File: src/rtl/fp_convert_ctrl.sv
// ============================================================================
//  Module      : fp_convert_ctrl
//  Description : Sequencing controller for 12-bit two's-complement linear to
//                8-bit {sign, exp[2:0], sig[3:0]} floating-point conversion.
//                Optional saturation counter enabled by FPCVT_SAT_CNT_EN.
//  Revision    : 1.0 - initial release
// ============================================================================
`default_nettype none

module fp_convert_ctrl #(
    parameter int IN_W  = 12,
    parameter int OUT_W = 8
) (
    input  logic             clk,
    input  logic             rst,
    input  logic [IN_W-1:0]  in_data,
    input  logic             in_valid,
    output logic             in_ready,
    output logic [OUT_W-1:0] out_data,
    output logic             out_valid,
    input  logic             out_ready,
    output logic             busy
`ifdef FPCVT_SAT_CNT_EN
    ,
    output logic [7:0]       sat_count
`endif
);

    localparam logic [2:0] S_IDLE = 3'd0;
    localparam logic [2:0] S_ABS  = 3'd1;
    localparam logic [2:0] S_NORM = 3'd2;
    localparam logic [2:0] S_RND  = 3'd3;
    localparam logic [2:0] S_DONE = 3'd4;

    logic [2:0]  r_state;
    logic [11:0] r_in;
    logic        r_sign;
    logic [11:0] r_mag;
    logic [2:0]  r_exp;
    logic [3:0]  r_sig;
    logic        r_rb;

    logic [11:0] w_mag_abs;
    logic [2:0]  w_exp;
    logic [3:0]  w_idx;
    logic [3:0]  w_sig;
    logic        w_rb;
    logic [4:0]  w_sum;
    logic [2:0]  w_rnd_exp;
    logic [3:0]  w_rnd_sig;
    logic        w_sat;

    // -2048 has no positive twin in 12 bits, so it is clamped to 2047.
    always_comb begin
        w_mag_abs = r_in;
        if (r_in == 12'h800) begin
            w_mag_abs = 12'h7FF;
        end else if (r_in[11]) begin
            w_mag_abs = (~r_in) + 12'd1;
        end
    end

    // Exponent is the position of the leading one minus 3, floored at 0.
    always_comb begin
        w_exp = 3'd0;
        for (int i = 4; i < 12; i++) begin
            if (r_mag[i]) begin
                w_exp = 3'(i - 3);
            end
        end
        w_idx = {1'b0, w_exp};
        w_sig = r_mag[w_idx +: 4];
        w_rb  = (w_exp == 3'd0) ? 1'b0 : r_mag[w_idx - 4'd1];
    end

    always_comb begin
        w_sum     = {1'b0, r_sig} + {4'd0, r_rb};
        w_rnd_exp = r_exp;
        w_rnd_sig = w_sum[3:0];
        w_sat     = 1'b0;
        if (w_sum[4]) begin
            if (r_exp == 3'd7) begin
                w_rnd_sig = 4'hF;
                w_sat     = 1'b1;
            end else begin
                w_rnd_exp = r_exp + 3'd1;
                w_rnd_sig = 4'h8;
            end
        end
    end

    always_ff @(posedge clk) begin
        if (rst) begin
            r_state   <= S_IDLE;
            r_in      <= 12'd0;
            r_sign    <= 1'b0;
            r_mag     <= 12'd0;
            r_exp     <= 3'd0;
            r_sig     <= 4'd0;
            r_rb      <= 1'b0;
            in_ready  <= 1'b1;
            out_valid <= 1'b0;
            out_data  <= '0;
            busy      <= 1'b0;
        end else begin
            case (r_state)
                S_IDLE: begin
                    if (in_valid && in_ready) begin
                        r_in     <= in_data;
                        in_ready <= 1'b0;
                        busy     <= 1'b1;
                        r_state  <= S_ABS;
                    end
                end
                S_ABS: begin
                    r_sign  <= r_in[11];
                    r_mag   <= w_mag_abs;
                    r_state <= S_NORM;
                end
                S_NORM: begin
                    r_exp   <= w_exp;
                    r_sig   <= w_sig;
                    r_rb    <= w_rb;
                    r_state <= S_RND;
                end
                S_RND: begin
                    out_data  <= {r_sign, w_rnd_exp, w_rnd_sig};
                    out_valid <= 1'b1;
                    r_state   <= S_DONE;
                end
                S_DONE: begin
                    if (out_ready) begin
                        out_valid <= 1'b0;
                        in_ready  <= 1'b1;
                        busy      <= 1'b0;
                        r_state   <= S_IDLE;
                    end
                end
                default: begin
                    out_valid <= 1'b0;
                    in_ready  <= 1'b1;
                    busy      <= 1'b0;
                    r_state   <= S_IDLE;
                end
            endcase
        end
    end

`ifdef FPCVT_SAT_CNT_EN
    always_ff @(posedge clk) begin
        if (rst) begin
            sat_count <= 8'd0;
        end else if ((r_state == S_RND) && w_sat && (sat_count != 8'hFF)) begin
            sat_count <= sat_count + 8'd1;
        end
    end
`endif

endmodule

`default_nettype wire

File: config.mk
export PLATFORM = sky130hd
export DESIGN_NAME = fp_convert_ctrl
export DESIGN_NICKNAME = d
export VERILOG_FILES = /design/src/rtl/fp_convert_ctrl.sv
export SDC_FILE = /design/constraint.sdc
export NUM_CORES = 1
export LEC_CHECK = 0
export BUFFER_PORTS_ARGS = -buffer_cell sky130_fd_sc_hd__buf_2
export CAP_MARGIN = 10
export CORE_ASPECT_RATIO = 0.75
export CORE_MARGIN = 3
export CORE_UTILIZATION = 53
export DETAILED_ROUTE_END_ITERATION = 10
export GPL_TIMING_DRIVEN = 0
export PLACE_DENSITY = 0.87
export SYNTH_ARGS = -nofsm -noshare
export SYNTH_HDL_FRONTEND = slang
export SYNTH_SLANG_ARGS = --single-unit
File: constraint.sdc
create_clock -name clk -period 2.3 [get_ports clk]
set_clock_uncertainty 0.2 [all_clocks]
set_input_delay 0.23 -clock clk [delete_from_list [all_inputs] [get_ports clk]]
set_output_delay 0.23 -clock clk [all_outputs]
set_load 0.005 [all_outputs]
## After elaboration in Yosys (flattened, before gate mapping)

Index checks and enable logic that the tools add are counted.

- Bits in registers: 47
- Bits of input ports: 16
- Output and inout port bits: 11

- Add/subtract/negate cells: 4
- Order comparisons: 1
- Equal/unequal tests: 8
- Shift operators: 1
- Multiplexer cells: 27
- Bitwise operators: 3
- Reductions and logical operators: 9

Operator list:

| operator | number |
|---|---|
| $mux 3 | 12 |
| $mux 12 | 2 |
| $pmux 3 s5 | 1 |
| $add 12x1->12 const B | 1 |
| $eq 12x12->1 const B | 1 |
| $not 12->12 | 1 |
| $shiftx 12x4->4 | 1 |
| $pmux 1 s3 | 3 |
| $mux 1 | 7 |
| $eq 3x2->1 const B | 2 |
| $eq 3x3->1 const B | 2 |
| $logic_not 3->1 | 2 |
| $reduce_and 2->1 | 3 |
| $reduce_or 3->1 | 2 |
| $add 4x1->5 | 1 |
| $lt 4x5->1 const B | 1 |
| $bmux 1 s4 | 1 |
| $mux 4 | 1 |
| $ne 2x2->1 const B | 2 |
| $sub 3x1->4 const B | 1 |
| $add 3x1->3 const B | 1 |
| $eq 3x1->1 const B | 1 |
| $reduce_and 3->1 | 1 |
| $not 1->1 | 2 |
| $logic_and 1x1->1 | 1 |

## Depth between registers and ports, before layout

- Word-level depth: 12
- Depth in mapped cells: 10
- Mapped depth without buffers: 9

## Least setup slack after synthesis

OpenSTA, ideal clock, no wires.

- Path kind: register to register
- Start: register r_mag[7]
- End: register r_rb
- Arrival time: 1,955 ps
- Slack: 23 ps
- Stages on the path, launching flop included: 11
- Path through: dfxtp_1 buf_2 nor2_1 o21ai_2 a21oi_4 inv_1 ha_1 a31oi_1 nand2_1 nor4bb_1 a311o_1

- Longest elaborated chain between the ends: 9
- Elaborated cells on any way between the ends: 10

Ends and longest elaborated chain:

| element | line | text |
|---|---|---|
| from (decl) | 38 | `logic [11:0] r_mag;` |
| from (signal assigned) | 117 | `r_mag <= w_mag_abs;` |
| $mux 3 (5 in a row) | 67 | `if (r_mag[i]) begin` |
| $sub 3x1->4 | 73 | `w_rb = (w_exp == 3'd0) ? 1'b0 : r_mag[w_idx - 4'd1];` |
| $bmux 1 s4 | 73 |  |
| $mux 1 (not written as such) | 73 |  |
| $mux 1 (*) | 73 |  |
| to (signal assigned) | 123 | `r_rb <= w_rb;` |
| to (decl) | 41 | `logic r_rb;` |

Every way passes the cells marked *; elsewhere a longest branch is shown, timed or not. The select of a mux whose other input is x is not followed.
A chain may end at the register's enable or synchronous reset.

## Worst setup path after layout

Ends and elaborated chain as after synthesis.

==> key figures <==
Synthesis
  – Syn avg cell area: just over 8 um^2
  – Yosys warns: 0
  – Ys flop type: dfxtp_1
  – Biggest area consumer among synthesized cells: dfxtp_1
  – Yosys top cell area share: 0.371
  – Post-synthesis async set-or-reset flop share: 0
  – Post-synthesis cell type count: 56
  – Synth Instances: just over 300
  – Post-synth EDFFs: 0
  – Register area share after synthesis: 0.371
  – Syn nets: ~330
  – Dominant cells by area after synthesis: dfxtp_1, nor2_1, mux2i_1, a21oi_1, nand2_1
  – Synthesis-stage register bit count: 47
  – Synth Cell Area: between 0.002 and 0.003 mm^2

Die
  – Die area: 0.00565 mm^2
  – DIE WIDTH: around 86 um
  – Initial cell density of the core: 0.557
  – Site Rows: 21
  – I/O pin cnt: 27
  – Die Y: about 66 um
  – Core box area: between 0.004 and 0.005 mm^2

Clock network
  – CTS Buf Count: 5
  – CTS tree: yes
  – Max H-tree Level: 2
  – Clock root buffer: clkbuf_8
  – Clock transition at the registers of the reported paths: approximately 0.090 ns
  – CTS Sinks: 47
  – CTS max path bufs: 2
  – Worst skew pair latency: 0.30 ns

Critical path
  – R2r setup slk: 0.07 ns
  – WP buf/inv: 2
  – Worst path required time: around 2.4 ns
  – Maximum fanout along the worst path: 10
  – Startpoint Class: flop
  – Critical Path, Cell by Cell: buf_2, nor2_2, o21ai_2, a21oi_4, inv_1, ha_4, o21ai_1, or3b_1, a221oi_2, a311o_1
  – CP arrival: 2.28 ns
  – Slowest CP cell: or3b_1
  – Worst path max stage delay: 0.36 ns
  – Critical path's top delay family: compound AO/OA/AOI/OAI gates
  – Critical Setup Path Class: reg2reg
  – Worst Setup End Kind: flop

STA
  – Max Clk Rate: 0.449 GHz
  – Period minus WS final: 2.23 ns
  – Max-slew headroom: 0.610
  – WHS: approximately 0.062 ns
  – Setup_tns: 0 ns
  – Slew Limit Fails: 0
  – Final number of setup-violating endpoints: 0
  – Final hold vios: 0
  – Final period util: 0.969
  – Tightest Pin Transition: 0.582 ns

Global routing
  – Global Route Usage Sum: 0.229
  – Overflow after GRT: 0
  – Vias in the first global route: ~2200
  – Largest net degree at the start of global routing: 15
  – Antenna violations before repair: 0
  – First-pass GRT wire length: between 10 and 15 mm

Worst hold path
  – Worst hold path class: in2reg

Finish
  – Layout cell share with drive strength beyond 1: 0.205
  – Post-layout util: 0.675
  – Number of diodes: 0
  – Area grow syn2layout: 21.1%
  – Cell area after layout: a little over 0.003 mm^2
  – Nets: approximately 380
  – Most frequent cells in the layout: dfxtp_1, nor2_1, buf_2, nand2_1, a21oi_1
  – Most common cell after layout, fill and taps aside: dfxtp_1

Route
  – Vias: roughly 2500
  – Final wirelength: 6.30 mm
  – Antenna viol nets, final: 0
  – TritonRoute pass-1 iters: 5
  – Via/cell ratio: just under 6
  – Drc violations: 0
  – DR WL/cell: between 15 and 20 um
  – Detailed Route Iter0 Violations: 214

Placement
  – Final GP Congestion: 0.949
  – DP Area: between 0.002 and 0.003 mm^2
  – Post-DP HPWL: roughly 4.2 mm
  – IO Port Bufs: 25

Pwr
  – Power Density: around 790 mW/mm^2
  – Lkg Pwr: around 1.2 nW
  – Peak VDD IR: between 500 and 600 uV

Flow run
  – Max Cap Violations: 0

Status
  – Status: finished, final reports clean
[through the flow]
| step | setup slack [ns] | power, W | std cells |
|---|---|---|---|
| 6_report | 0.0706 | 0.00241 | 418 |
| 5_1_grt | -0.00416 | 0.00255 | 418 |
| 4_1_cts | 0.00189 | 0.00234 | 414 |
| 3_5_place_dp | -0.384 | 0.00175 | 390 |
| 3_3_place_gp | -0.275 | 0.00173 | 390 |
| 2_1_floorplan | 0.0227 | 0.00159 | 308 |
[logic make-up after synthesis]
kind of cell / synth area share
and+or+nand+nor: 0.239
AOI/OAI and AO/OA: 0.200
DFF: 0.371
buffers and inverters: 0.0632
muxes: 0.0681
xor gates and xnor gates: 0.0346
adders and majority gates: 0.0247
[final cells by class]
| type | count | area, um^2 |
|---|---|---|
| inverters | 12 | 45.0 |
| repair buffers | 46 | 315 |
| clock buffers | 5 | 68.8 |
| well taps | 57 | 71.3 |
| clock inverters | 2 | 13.8 |
| multi-input cells | 228 | 1480 |
| plain buffers | 21 | 136 |
| flip-flops and latches | 47 | 941 |
| fillers | 354 | 1480 |
[cells in the mapped netlist (2+ instances only)]
| cell type | instances |
|---|---|
| mux2_2 | 2 |
| dfxtp_1 | 47 |
| nand2b_1 | 3 |
| mux2i_1 | 15 |
| nand3b_1 | 2 |
| nand2_1 | 29 |
| ha_1 | 5 |
| xnor2_1 | 3 |
| nand3_1 | 9 |
| o211ai_1 | 3 |
| a31oi_1 | 5 |
| nor4_1 | 5 |
| inv_1 | 12 |
| xor2_1 | 7 |
| buf_6 | 3 |
| nor2_1 | 45 |
| a211oi_1 | 10 |
| or3b_1 | 2 |
| nor3_1 | 7 |
| a221o_1 | 2 |
| a21oi_1 | 25 |
| nor2b_1 | 2 |
| o21ai_0 | 8 |
| or2_2 | 2 |
| o31ai_1 | 3 |
| o22ai_1 | 2 |
| buf_2 | 8 |
| a221oi_1 | 7 |
| clkbuf_1 | 8 |
[flip-flops by register name, summed over array words and instances, names as in the netlist]
signal	count
r_state	3
r_rb	1
in_ready	1
r_sign	1
out_valid	1
busy	1
r_mag	12
out_data	8
r_sig	4
r_exp	3
r_in	12
[per-layer routing]
metal,global-route usage,part of all wire,vias up
li1,-,-,1213
met3,0.0461,0.068,13
met5,0,0,-
met4,0.0731,0.016,0
met1,0.311,0.45,1168
met2,0.367,0.46,92
[repair_timing]
action,4_1_cts,5_1_grt
pin swaps,3,5
endpoints found under the hold margin,13,0
endpoints found under the setup margin,1,1
hold buffers,13,0
buffers inserted,4,4
resized for setup,10,7
[final timing paths]
check               from          end  cells past startpoint
min             in_valid   r_state[0]                      3
min reg2reg  out_data[0]  out_data[0]                      2
max reg2reg     r_mag[7]         r_rb                     10
max             r_mag[7]         r_rb                     10
[report_power, final]
part,internal [W],switching (W)
Clock,0.000208,0.000281
Sequential,0.000895,0.0000725
Combinational,0.000438,0.000515
Total,0.00154,0.000869
[worst min-delay path, stage by stage]
cell and delay, ns:
buf_2 0.11, a21oi_1 0.13, nor4_1 0.05
Power figures use the tool's default switching activity.
